--- src/rtl/mem_arb_pkg.sv ---
// Shared types and constants for the two-master memory-bus arbiter.
// Holds the arbiter state encoding, default parameter values and the grant decode.
package mem_arb_pkg;

  typedef enum logic [1:0] {
    IDLE  = 2'd0,
    BUSY0 = 2'd1,
    BUSY1 = 2'd2
  } arb_state_e;

  localparam int unsigned TIMEOUT_DEF  = 255;
  localparam logic [31:0] ERR_DATA_DEF = 32'hFFFF_FFFF;

  // Wide enough for the full 1..65535 TIMEOUT range.
  localparam int CNT_W = 16;

  localparam logic LAST_M0 = 1'b0;
  localparam logic LAST_M1 = 1'b1;

  function automatic logic [1:0] grant_onehot(input arb_state_e st);
    logic [1:0] g;
    g = 2'b00;
    case (st)
      BUSY0:   g = 2'b01;
      BUSY1:   g = 2'b10;
      default: g = 2'b00;
    endcase
    return g;
  endfunction

endpackage

--- src/rtl/bus_timeout.sv ---
// Slave-wait counter: cleared while idle, counts stalled BUSY cycles and flags
// the terminal count TIMEOUT-1 combinationally.
module bus_timeout
  import mem_arb_pkg::*;
#(
  parameter int unsigned TIMEOUT = TIMEOUT_DEF
) (
  input  logic clk,
  input  logic clr,
  input  logic en,
  output logic expired
);

  localparam logic [CNT_W-1:0] TERM = CNT_W'(TIMEOUT - 1);

  logic [CNT_W-1:0] cnt_q;

  always_ff @(posedge clk) begin
    if (clr) begin
      cnt_q <= '0;
    end else if (en && !expired) begin
      cnt_q <= cnt_q + 1'b1;
    end
  end

  assign expired = (cnt_q == TERM);

endmodule

--- src/rtl/mem_arbiter2.sv ---
// Two-master round-robin arbiter onto one valid/ready memory slave, with a
// slave-wait timeout that completes the transfer with ERR_DATA and a bus_err pulse.
module mem_arbiter2
  import mem_arb_pkg::*;
#(
  parameter int unsigned TIMEOUT  = TIMEOUT_DEF,
  parameter logic [31:0] ERR_DATA = ERR_DATA_DEF
) (
  input  logic        clk,
  input  logic        reset,

  input  logic        m0_valid,
  output logic        m0_ready,
  input  logic [31:0] m0_addr,
  input  logic [31:0] m0_wdata,
  input  logic [3:0]  m0_wstrb,
  output logic [31:0] m0_rdata,

  input  logic        m1_valid,
  output logic        m1_ready,
  input  logic [31:0] m1_addr,
  input  logic [31:0] m1_wdata,
  input  logic [3:0]  m1_wstrb,
  output logic [31:0] m1_rdata,

  output logic        s_valid,
  input  logic        s_ready,
  output logic [31:0] s_addr,
  output logic [31:0] s_wdata,
  output logic [3:0]  s_wstrb,
  input  logic [31:0] s_rdata,

  output logic [1:0]  grant,
  output logic        bus_err
);

  arb_state_e  state_q, state_d;
  logic        last_q, last_d;

  logic        busy;
  logic        own1;
  logic        sel_valid;
  logic [31:0] sel_addr;
  logic [31:0] sel_wdata;
  logic [3:0]  sel_wstrb;

  logic        tmr_clr;
  logic        tmr_en;
  logic        tmr_expired;

  logic        rsp_rdy;
  logic [31:0] rsp_data;
  logic        xfer_end;

  assign busy = (state_q != IDLE);
  assign own1 = (state_q == BUSY1);

  assign sel_valid = own1 ? m1_valid : m0_valid;
  assign sel_addr  = own1 ? m1_addr  : m0_addr;
  assign sel_wdata = own1 ? m1_wdata : m0_wdata;
  assign sel_wstrb = own1 ? m1_wstrb : m0_wstrb;

  // Counter restarts every time the arbiter passes through IDLE.
  assign tmr_clr = reset | ~busy;
  assign tmr_en  = busy & sel_valid & ~s_ready;

  bus_timeout #(
    .TIMEOUT (TIMEOUT)
  ) u_timeout (
    .clk     (clk),
    .clr     (tmr_clr),
    .en      (tmr_en),
    .expired (tmr_expired)
  );

  always_ff @(posedge clk) begin
    if (reset) begin
      state_q <= IDLE;
      last_q  <= LAST_M1;
    end else begin
      state_q <= state_d;
      last_q  <= last_d;
    end
  end

  always_comb begin
    state_d = state_q;
    last_d  = last_q;
    unique case (state_q)
      IDLE: begin
        if (m0_valid && m1_valid) begin
          if (last_q == LAST_M1) begin
            state_d = BUSY0;
            last_d  = LAST_M0;
          end else begin
            state_d = BUSY1;
            last_d  = LAST_M1;
          end
        end else if (m0_valid) begin
          state_d = BUSY0;
          last_d  = LAST_M0;
        end else if (m1_valid) begin
          state_d = BUSY1;
          last_d  = LAST_M1;
        end
      end
      BUSY0, BUSY1: begin
        if (xfer_end) begin
          state_d = IDLE;
        end
      end
      default: state_d = IDLE;
    endcase
  end

  always_comb begin
    s_valid  = 1'b0;
    s_addr   = '0;
    s_wdata  = '0;
    s_wstrb  = '0;
    grant    = grant_onehot(state_q);
    rsp_rdy  = 1'b0;
    rsp_data = '0;
    bus_err  = 1'b0;
    xfer_end = 1'b0;
    if (busy) begin
      s_valid = sel_valid;
      s_addr  = sel_addr;
      s_wdata = sel_wdata;
      s_wstrb = sel_wstrb;
      // A dropped request abandons the transfer without a response.
      if (!sel_valid) begin
        xfer_end = 1'b1;
      end else if (s_ready) begin
        rsp_rdy  = 1'b1;
        rsp_data = s_rdata;
        xfer_end = 1'b1;
      end else if (tmr_expired) begin
        rsp_rdy  = 1'b1;
        rsp_data = ERR_DATA;
        bus_err  = 1'b1;
        xfer_end = 1'b1;
      end
    end
    // Reset aborts an in-flight transfer with no handshake visible to the master.
    if (reset) begin
      rsp_rdy  = 1'b0;
      rsp_data = '0;
      bus_err  = 1'b0;
    end
  end

  assign m0_ready = rsp_rdy & ~own1;
  assign m1_ready = rsp_rdy &  own1;
  assign m0_rdata = m0_ready ? rsp_data : '0;
  assign m1_rdata = m1_ready ? rsp_data : '0;

endmodule

--- config.mk ---
export PLATFORM = sky130hd
export DESIGN_NAME = mem_arbiter2
export DESIGN_NICKNAME = d
export VERILOG_FILES = /design/src/rtl/mem_arb_pkg.sv /design/src/rtl/bus_timeout.sv /design/src/rtl/mem_arbiter2.sv
export SDC_FILE = /design/constraint.sdc
export NUM_CORES = 1
export LEC_CHECK = 0
export CAP_MARGIN = 20
export CORE_AREA = 2 2 119 121
export CTS_BUF_LIST = sky130_fd_sc_hd__clkbuf_4 sky130_fd_sc_hd__clkbuf_8
export CTS_CLUSTER_SIZE = 8
export DETAILED_ROUTE_END_ITERATION = 6
export DIE_AREA = 0 0 121 123
export GPL_ROUTABILITY_DRIVEN = 0
export GPL_TIMING_DRIVEN = 1
export SETUP_SLACK_MARGIN = 0.05
export SYNTH_ARGS = -nofsm -noshare
export SYNTH_HDL_FRONTEND = slang
export SYNTH_SLANG_ARGS = --single-unit
--- constraint.sdc ---
create_clock -name clk -period 4.29 [get_ports clk]
set_input_delay 0.429 -clock clk [delete_from_list [all_inputs] [get_ports clk]]
set_output_delay 0.429 -clock clk [all_outputs]
set_load 0.01 [all_outputs]
After elaboration in Yosys (flattened, before gate mapping)
Cells that the tools add are included.
Widths: inputs -> output; s select.
{"block": "classes", "addsub": 1, "n_eq_ne": 5, "muxes": 37, "bitwise_logic": 8, "reduce_logical": 9}
{"cell": "$mux 32", "count": 11}
{"cell": "$mux 1", "count": 17}
{"cell": "$add 16x1->16 const B", "count": 1}
{"cell": "$eq 16x8->1 const B", "count": 1}
{"cell": "$mux 2", "count": 5}
{"cell": "$mux 4", "count": 2}
{"cell": "$pmux 2 s2", "count": 2}
{"cell": "$and 1x1->1", "count": 4}
{"cell": "$ne 4x4->1 const B", "count": 1}
{"cell": "$reduce_and 2->1", "count": 2}
{"cell": "$not 1->1", "count": 3}
{"cell": "$reduce_bool 3->1", "count": 1}
{"cell": "$eq 2x1->1 const B", "count": 1}
{"cell": "$eq 2x2->1 const B", "count": 1}
{"cell": "$logic_and 1x1->1", "count": 2}
{"cell": "$logic_not 2->1", "count": 1}
{"cell": "$ne 2x2->1 const B", "count": 1}
{"cell": "$reduce_bool 2->1", "count": 1}
{"cell": "$reduce_or 2->1", "count": 1}
{"cell": "$logic_not 1->1", "count": 1}
{"cell": "$or 1x1->1", "count": 1}
{"block": "totals", "ff_bits": 19, "in_bits": 173, "out_inout_bits": 138, "elab_cells": 63}

Depth between registers and ports, before layout
Gate-level depths: netlist (run 1).
{"block": "logic_depth", "ltp_word": 8, "depth_mapped": 7, "mapped_depth_nobuf": 6}

By module
A second synthesis (run 1) with hierarchy kept.
{"block": "unflattened", "hier_cells": 390, "hier_area_um2": 2606.2}
{"module": "mem_arbiter2", "instances": 1, "cells_each": 293, "area_per_inst_um2": 1775.5, "seq_area_each_um2": 60.1}
{"module": "bus_timeout", "instances": 1, "cells_each": 97, "area_per_inst_um2": 830.8, "seq_area_each_um2": 320.3}

Least setup slack after synthesis (run 1)
Ideal clock, no wire load.
{"block": "synth_path", "kind": "register -> output", "from": "register state_q[0]", "to": "output port m1_rdata[10]", "arrival_ns": 1.617, "required_time_ns": 3.861, "slack_ns": 2.244, "stages_incl_launch_ff": 7, "n_path_buf": 1, "path_cell_list": "dfxtp_1 inv_1 ha_1 nor2_1 o2111ai_2 buf_2 nor2_1"}
{"block": "synth_via", "elab_chain_len": 7, "word_cells_on_any_way": 11, "cone_classes": "eq/ne: 1; mux: 8; bitwise: 1; reduce/logical: 1"}
{"item": "start: declaration", "line": "mem_arbiter2.sv:37", "text": "arb_state_e state_q, state_d;"}
{"item": "start signal: assignment", "line": "mem_arbiter2.sv:81", "text": "state_q <= state_d;"}
{"item": "$eq 2x2->1", "line": "mem_arbiter2.sv:56", "text": "assign own1 = (state_q == BUSY1);"}
{"item": "$mux 1", "line": "mem_arbiter2.sv:58", "text": "assign sel_valid = own1 ? m1_valid : m0_valid;"}
{"item": "$mux 1", "line": "mem_arbiter2.sv:132", "text": "if (!sel_valid) begin"}
{"item": "$mux 1", "line": "mem_arbiter2.sv:126", "text": "if (busy) begin"}
{"item": "$mux 1", "line": "mem_arbiter2.sv:146", "text": "if (reset) begin"}
{"item": "$and 1x1->1", "line": "mem_arbiter2.sv:154", "text": "assign m1_ready = rsp_rdy & own1;"}
{"item": "$mux 32 *", "line": "mem_arbiter2.sv:156", "text": "assign m1_rdata = m1_ready ? rsp_data : '0;"}
{"item": "end: declaration", "line": "mem_arbiter2.sv:24", "text": "output logic [31:0] m1_rdata,"}
Mark *: on every way between the ends. The rest lies on a longest branch, timed or not.

Worst setup path after layout (run 1)
{"block": "layout_path", "from": "register u_timeout.cnt_q[0]", "to": "output port m0_rdata[8]"}
{"block": "layout_via", "elab_chain_len": 8, "word_cells_on_any_way": 13, "cone_classes": "eq/ne: 1; mux: 11; bitwise: 1"}
{"item": "start: declaration", "line": "bus_timeout.sv:16", "text": "logic [CNT_W-1:0] cnt_q;"}
{"item": "start signal: assignment", "line": "bus_timeout.sv:22", "text": "cnt_q <= cnt_q + 1'b1;"}
{"item": "$eq 16x8->1 *", "line": "bus_timeout.sv:26", "text": "assign expired = (cnt_q == TERM);"}
{"item": "$mux 1", "line": "mem_arbiter2.sv:138", "text": "end else if (tmr_expired) begin"}
{"item": "$mux 1", "line": "mem_arbiter2.sv:134", "text": "end else if (s_ready) begin"}
{"item": "$mux 1", "line": "mem_arbiter2.sv:132"}
{"item": "$mux 1", "line": "mem_arbiter2.sv:126"}
{"item": "$mux 1", "line": "mem_arbiter2.sv:146"}
{"item": "$and 1x1->1", "line": "mem_arbiter2.sv:153", "text": "assign m0_ready = rsp_rdy & ~own1;"}
{"item": "$mux 32 *", "line": "mem_arbiter2.sv:155", "text": "assign m0_rdata = m0_ready ? rsp_data : '0;"}
{"item": "end: declaration", "line": "mem_arbiter2.sv:17", "text": "output logic [31:0] m0_rdata,"}
Marks and branches as above.

==> results.cfg, run 1 <==
[status]
status = finished, final reports clean

[sta]
setup_viol_count_final = 0
whs_ps = 507
slew_violations = 0
fin_skew_ps = 12.9
fin_crit_sh = 0.747
tightestPinTransition_ps = 813
rsz0062_at_grt = false
fin_tns_setup_ps = 0
max_freq_mhz = 312
min_period_ps = 3200
final-hold-violation-count = 0
slew_headroom = 0.458

[routing]
viasPerCell = 4.45
routed_wl_microns = 13700
vias = 3840
wire_per_inst_microns = 15.9
drtAntennaViolNets = 0
drc_errors = 0
drtIter0Drc = 170
dr.pass1.iters = 4

[finish]
drive_gt1_frac = 0.0293
fin_nets = 862
nFillCells = 1349
syn_to_final_growth_pct = 125
layout_commonest_cell = clkdlybuf4s50_1
mostFrequentLayoutCells = clkdlybuf4s50_1, nor2_1, mux2i_1
design_area_sq_um = 5960

[global_route]
grt_first_pass_wirelength_microns = 19200
grt_pass1_vias = 3594
met3_usage = 0.0447
grt_overflow = 0
grtUsageMet1 = 0.183
grt_max_degree = 79
grt.met2_usage = 0.304
top_usage_layer = met2
antenna_found_initial = 1
grt_usage = 0.163

[synthesis]
synth_cells = 392
synth.distinct_cells = 38
synth_top_area_share = 0.265
syn_area_per_cell_sq_um = 6.75
syn_nets = 571
ys_ff_latch = 19
yosys.area.top_type = mux2i_1
synth.yosys.seq_area_share = 0.144
netlist_area_sq_um = 2650
ys_top_cells_by_area = mux2i_1, nor2_1, dfxtp_1, nor2b_1, buf_2
synth_warnings = 0

[place]
dpl-instance-area_sq_um = 5910
port-buffer-count = 310
dp.final_hpwl_microns = 11500

[clock_network]
cts_buffer_depth = 2
cts_made_buffers = 3
post_cts_buffers = 0
cts.sinks = 19
clk_latency_ps = 270
clk_pin_slew_ps = 90
ctsRootBufferMaster = clkbuf_8
ctsHoldBuffers = 0
cts_resized = 0
cts_tree = done
htreeDepth = 1

[job]
drv_cap = 0

[worst_setup_path]
critPathRequiredTime_ps = 3860
path_class = register to output pin
worstPathArrival_ps = 2770
rr_worst_depth = 7
rrSetupSlack_ps = 1880
cp-start-kind = register
crit_fanout = 33
timing.rr.end = u_timeout.cnt_q[10]
r2r-start = state_q[0]
end_kind = output pin

[min_path]
hold_class = register to register
min-delay-start = u_timeout.cnt_q[13]
whs_endpoint = u_timeout.cnt_q[13]
hold_path_depth = 2

[power]
ir_worst_vdd_v = 0.000176
total_power_uw = 1290
power_leakage_uw = 0.00210
powerDensity_nw_per_um2 = 217

[floorplanning]
die_y_microns = 123
start_util = 0.194
die_area_sq_um = 14900
fp-row-count = 43
die_width_microns = 121
coreArea_sq_um = 13600
top_level_ports = 311
## state kept, by name (all words and copies together), names as in the netlist
signal and flops:
state_q 2, u_timeout.cnt_q 16, last_q 1
## power breakdown
group | switching [uW] | total, uW | leakage (uW) | internal, uW
logic | 436 | 969 | 0.00193 | 533
clock network | 67.9 | 134 | 0.0000217 | 65.6
registers | 7.33 | 190 | 0.000154 | 182
## kinds of logic (layout without fill, tap and decap cells)
logic type                 count (synthesis)  in the layout  synth area share
adders and majority gates                  6              6            0.0284
other                                      0              1                 0
buffers and inverters                     40            330            0.0658
AOI/OAI and AO/OA                         37             37            0.0960
and+or+nand+nor                          219            219             0.395
DFF                                       19             19             0.144
muxes                                     71             71             0.271
## cell usage after synthesis
| cell | number |
|---|---|
| or2_2 | 1 |
| ha_1 | 6 |
| nor2_2 | 1 |
| nor3_1 | 3 |
| inv_1 | 11 |
| o21a_1 | 1 |
| and4b_4 | 1 |
| nand3_1 | 5 |
| o2111ai_2 | 2 |
| or4_1 | 8 |
| nor4_2 | 1 |
| nor2_1 | 136 |
| nand4_1 | 4 |
| dfxtp_1 | 19 |
| nand2_1 | 7 |
| o2bb2ai_1 | 1 |
| and3_1 | 4 |
| o41ai_1 | 1 |
| or3_1 | 5 |
| clkbuf_1 | 12 |
| and2_1 | 1 |
| o31ai_1 | 8 |
| a31oi_1 | 1 |
| o21ai_0 | 4 |
| and4_1 | 3 |
| nand4_2 | 2 |
| mux2i_1 | 70 |
| nand2b_1 | 2 |
| nor4_1 | 2 |
| a21oi_1 | 15 |
| mux2_4 | 1 |
| o31a_1 | 1 |
| nor2b_1 | 33 |
| a41o_1 | 1 |
| buf_4 | 1 |
| buf_2 | 16 |
| a221o_1 | 1 |
| o311ai_0 | 1 |
## critical path, stage by stage (launching register included)
cell and delay [ps]:
dfxtp_1 350, inv_1 90, ha_1 160, and4b_4 250
and4_1 500, o2111ai_2 140, buf_4 260, nor2_1 190
clkdlybuf4s50_1 570
## metrics by stage
| step | cells | util | setup WS (ps) |
|---|---|---|---|
| after floorplan | 392 | - | 2240 |
| after global placement | 858 | 0.434 | 1300 |
| after detailed placement | 858 | 0.434 | 1270 |
| after CTS | 862 | 0.437 | 1070 |
| after global routing | 863 | 0.438 | 952 |
| final | 863 | 0.438 | 1090 |
## per-layer routing
layer,up-vias,part of all wire
li1,1920,-
met1,1709,0.38
met2,201,0.51
met3,10,0.097
met4,0,0.015
met5,-,0
## worst max-delay path by stage
stage	from	end	slack [ps]	cells past startpoint
detailed placement	reset	m0_rdata[8]	1270	6
finish	u_timeout.cnt_q[0]	m0_rdata[8]	1090	8
CTS	u_timeout.cnt_q[0]	m0_rdata[8]	1070	8
floorplan	state_q[0]	m1_rdata[10]	2240	6
global placement	reset	m0_rdata[8]	1300	6
global route	u_timeout.cnt_q[0]	m0_rdata[8]	950	8
## final cells by class
type / instances / area (sq um) / share of cell area
antenna: 1 / 2.50 / 0.000420
clock buffer: 3 / 41.3 / 0.00693
clock inverter: 1 / 7.51 / 0.00126
inverter: 11 / 41.3 / 0.00693
multi-input combinational: 333 / 2110 / 0.353
sequential: 19 / 380 / 0.0639
tap: 180 / 225 / 0.0378
timing repair buffer: 315 / 3150 / 0.529
Note: power is estimated with default switching activity, not from simulation.
==> inputs of run 2 (changes only) <==
--- a/config.mk
+++ b/config.mk
@@ -6,11 +6,11 @@
 export NUM_CORES = 1
 export LEC_CHECK = 0
 export CAP_MARGIN = 20
-export CORE_AREA = 2 2 119 121
+export CORE_AREA = 2 2 120 122
 export CTS_BUF_LIST = sky130_fd_sc_hd__clkbuf_4 sky130_fd_sc_hd__clkbuf_8
 export CTS_CLUSTER_SIZE = 8
 export DETAILED_ROUTE_END_ITERATION = 6
-export DIE_AREA = 0 0 121 123
+export DIE_AREA = 0 0 122 124
 export GPL_ROUTABILITY_DRIVEN = 0
 export GPL_TIMING_DRIVEN = 1
 export SETUP_SLACK_MARGIN = 0.05
==> constraint.sdc (replaced) <==
create_clock -name clk -period 3.2 [get_ports clk]
set_input_delay 0.32 -clock clk [delete_from_list [all_inputs] [get_ports clk]]
set_output_delay 0.32 -clock clk [all_outputs]
set_load 0.01 [all_outputs]
==> run 2 against run 1 <==
  * Sequential power grew 34%
  * Non-clock buffer count up 2
  * Wire length increased by 1.6%
  * Register-to-register slack got worse by 1100 ps
  * Clock skew is 7.5 ps lower
  * First-iteration DRC count is 42% lower
  * Clock power increased by 30%
  * Cell count rose by 0.23%
  * Total power up 34%
==> results.cfg, run 2 (same netlist as run 1, synthesis figures left out) <==
[power]
p_int_uw = 1050
combPwrFrac = 0.753
ir_worst_vdd_v = 0.000228
power_leakage_uw = 0.00212
p_seq_frac = 0.147
switching_power_uw = 686
powerDensity_nw_per_um2 = 291
netSwitchingFraction = 0.395
power_frac_clock = 0.100

[worst_setup_path]
setup.worst_path.start = u_timeout.cnt_q[1]
timing.rr.end = u_timeout.cnt_q[14]
r2r-start = state_q[0]
crit_fanout = 33
path_cells = ha_1, and4b_4, and4_2, o2111ai_2, buf_4, nor2_1, clkdlybuf4s50_1
max_stage_delay_ps = 560
rrSetupSlack_ps = 820
critPathRequiredTime_ps = 2880
rr_worst_depth = 7
path_class = register to output pin
setup.worst_path.end = m1_rdata[20]
cp-start-kind = register
end_kind = output pin
worstPathArrival_ps = 2640
cpMaxStageDelayCell = clkdlybuf4s50_1

[place]
dp.final_hpwl_microns = 11800
dpl.cell_count = 860
port-buffer-count = 310
dpl_worst_slack_ps = 439
dpl-instance-area_sq_um = 5920

[clock_network]
cts_buffer_depth = 2
cts_made_buffers = 3
post_cts_buffers = 0
clk_latency_ps = 260
ctsHoldBuffers = 0
clk_pin_slew_ps = 80
ctsRootBufferMaster = clkbuf_8
htreeDepth = 1
cts_tree = done
cts.sinks = 19

[sta]
worst_slack_ps = 238
slew_headroom = 0.460
fin_crit_sh = 0.926
setup_viol_count_final = 0
min_period_ps = 2960
max_freq_mhz = 338
rsz0062_at_grt = false
slew_violations = 0
fin_tns_setup_ps = 0
final-hold-violation-count = 0
tightestPinTransition_ps = 810
fin_skew_ps = 5.47

[routing]
drtIter0Drc = 98
dr.pass1.iters = 4
wire_per_inst_microns = 16.1
drtAntennaViolNets = 0
vias = 3842
routed_wl_microns = 13900
viasPerCell = 4.44
drc_errors = 0

[floorplanning]
fp-row-count = 43
start_util = 0.193
die_area_sq_um = 15100
top_level_ports = 311
coreArea_sq_um = 13700
die_width_microns = 122
die_y_microns = 124

[status]
status = finished, final reports clean

[finish]
drive_gt1_frac = 0.0336
ff_latch_area_sq_um = 380
multi_input_area_sq_um = 2110
post-route-util = 0.435
top_register = u_timeout.cnt_q
syn_to_final_growth_pct = 126
design_area_sq_um = 5970
nFillCells = 1374
mostFrequentLayoutCells = clkdlybuf4s50_1, nor2_1, mux2i_1
largest_reg_flops = 16
layout_commonest_cell = clkdlybuf4s50_1
fin_cells = 865
fin_nets = 864
top_regs = u_timeout.cnt_q (16), state_q (2), last_q (1)

[min_path]
hold_class = register to register

[global_route]
antenna_found_initial = 1
grt_pass1_vias = 3648
grt_first_pass_wirelength_microns = 19200
grt_usage = 0.161
grt_overflow = 0
grt_max_degree = 79

[job]
drv_cap = 0
run 2: cell count changes in the layout (fill, tap and decap cells not counted):
cell        before  now
clkinvlp_4       1    0
buf_4            4    6
clkinv_2         0    1
and4_2           0    1
and4_1           3    2
run 2: cell type report:
class / instances / share of cell area
Inverter: 11 / 0.00692
Sequential cell: 19 / 0.0637
Multi-Input combinational cell: 333 / 0.353
Clock inverter: 1 / 0.000838
Timing Repair Buffer: 317 / 0.531
Tap cell: 180 / 0.0377
Antenna cell: 1 / 0.000419
Clock buffer: 3 / 0.00692
run 2: metal layers:
layer  vias up  routed length (microns)  GRT usage
li1       1919                        -          -
met2       205                     7400      0.312
met3        13                     1350     0.0458
met4         0                      179     0.0330
met5         -                        0          0
met1      1705                     4970      0.174
run 2: how the worst min path moves through the flow:
stage	start	end	slack, ps	cells after the start
floorplan	reset	state_q[0]	390	1
detailed placement	u_timeout.cnt_q[12]	u_timeout.cnt_q[12]	490	2
global route	u_timeout.cnt_q[13]	u_timeout.cnt_q[13]	520	2
global placement	u_timeout.cnt_q[15]	u_timeout.cnt_q[15]	470	2
CTS	u_timeout.cnt_q[12]	u_timeout.cnt_q[12]	500	2
finish	u_timeout.cnt_q[11]	u_timeout.cnt_q[11]	500	2
run 2: timing repair:
action                     in CTS  in global routing
resized for setup               0                  1
setup endpoints to repair       0                 62
hold endpoints to repair        0                  0
run 2: metrics by stage:
step / power, uW / hold WS, ps
global placement: 1580 / 474
global route: 1840 / 521
detailed placement: 1580 / 489
CTS: 1760 / 499
floorplan: 831 / 389
finish: 1740 / 499
run 2: critical path: cells and delay by family (launching register included):
family	cells	cell delay, ps
buffers and inverters	2	820
adders and majority gates	1	190
DFF	1	410
AOI/OAI and AO/OA	1	120
and+or+nand+nor	3	820
run 2: power groups by stage:
| stage | sequential, uW | combinational, uW | clock (uW) |
|---|---|---|---|
| floorplan | 256 | 575 | 0 |
| global placement | 259 | 1320 | 0 |
| detailed placement | 260 | 1320 | 0 |
| CTS | 255 | 1330 | 177 |
| global route | 256 | 1400 | 184 |
| finish | 255 | 1310 | 174 |
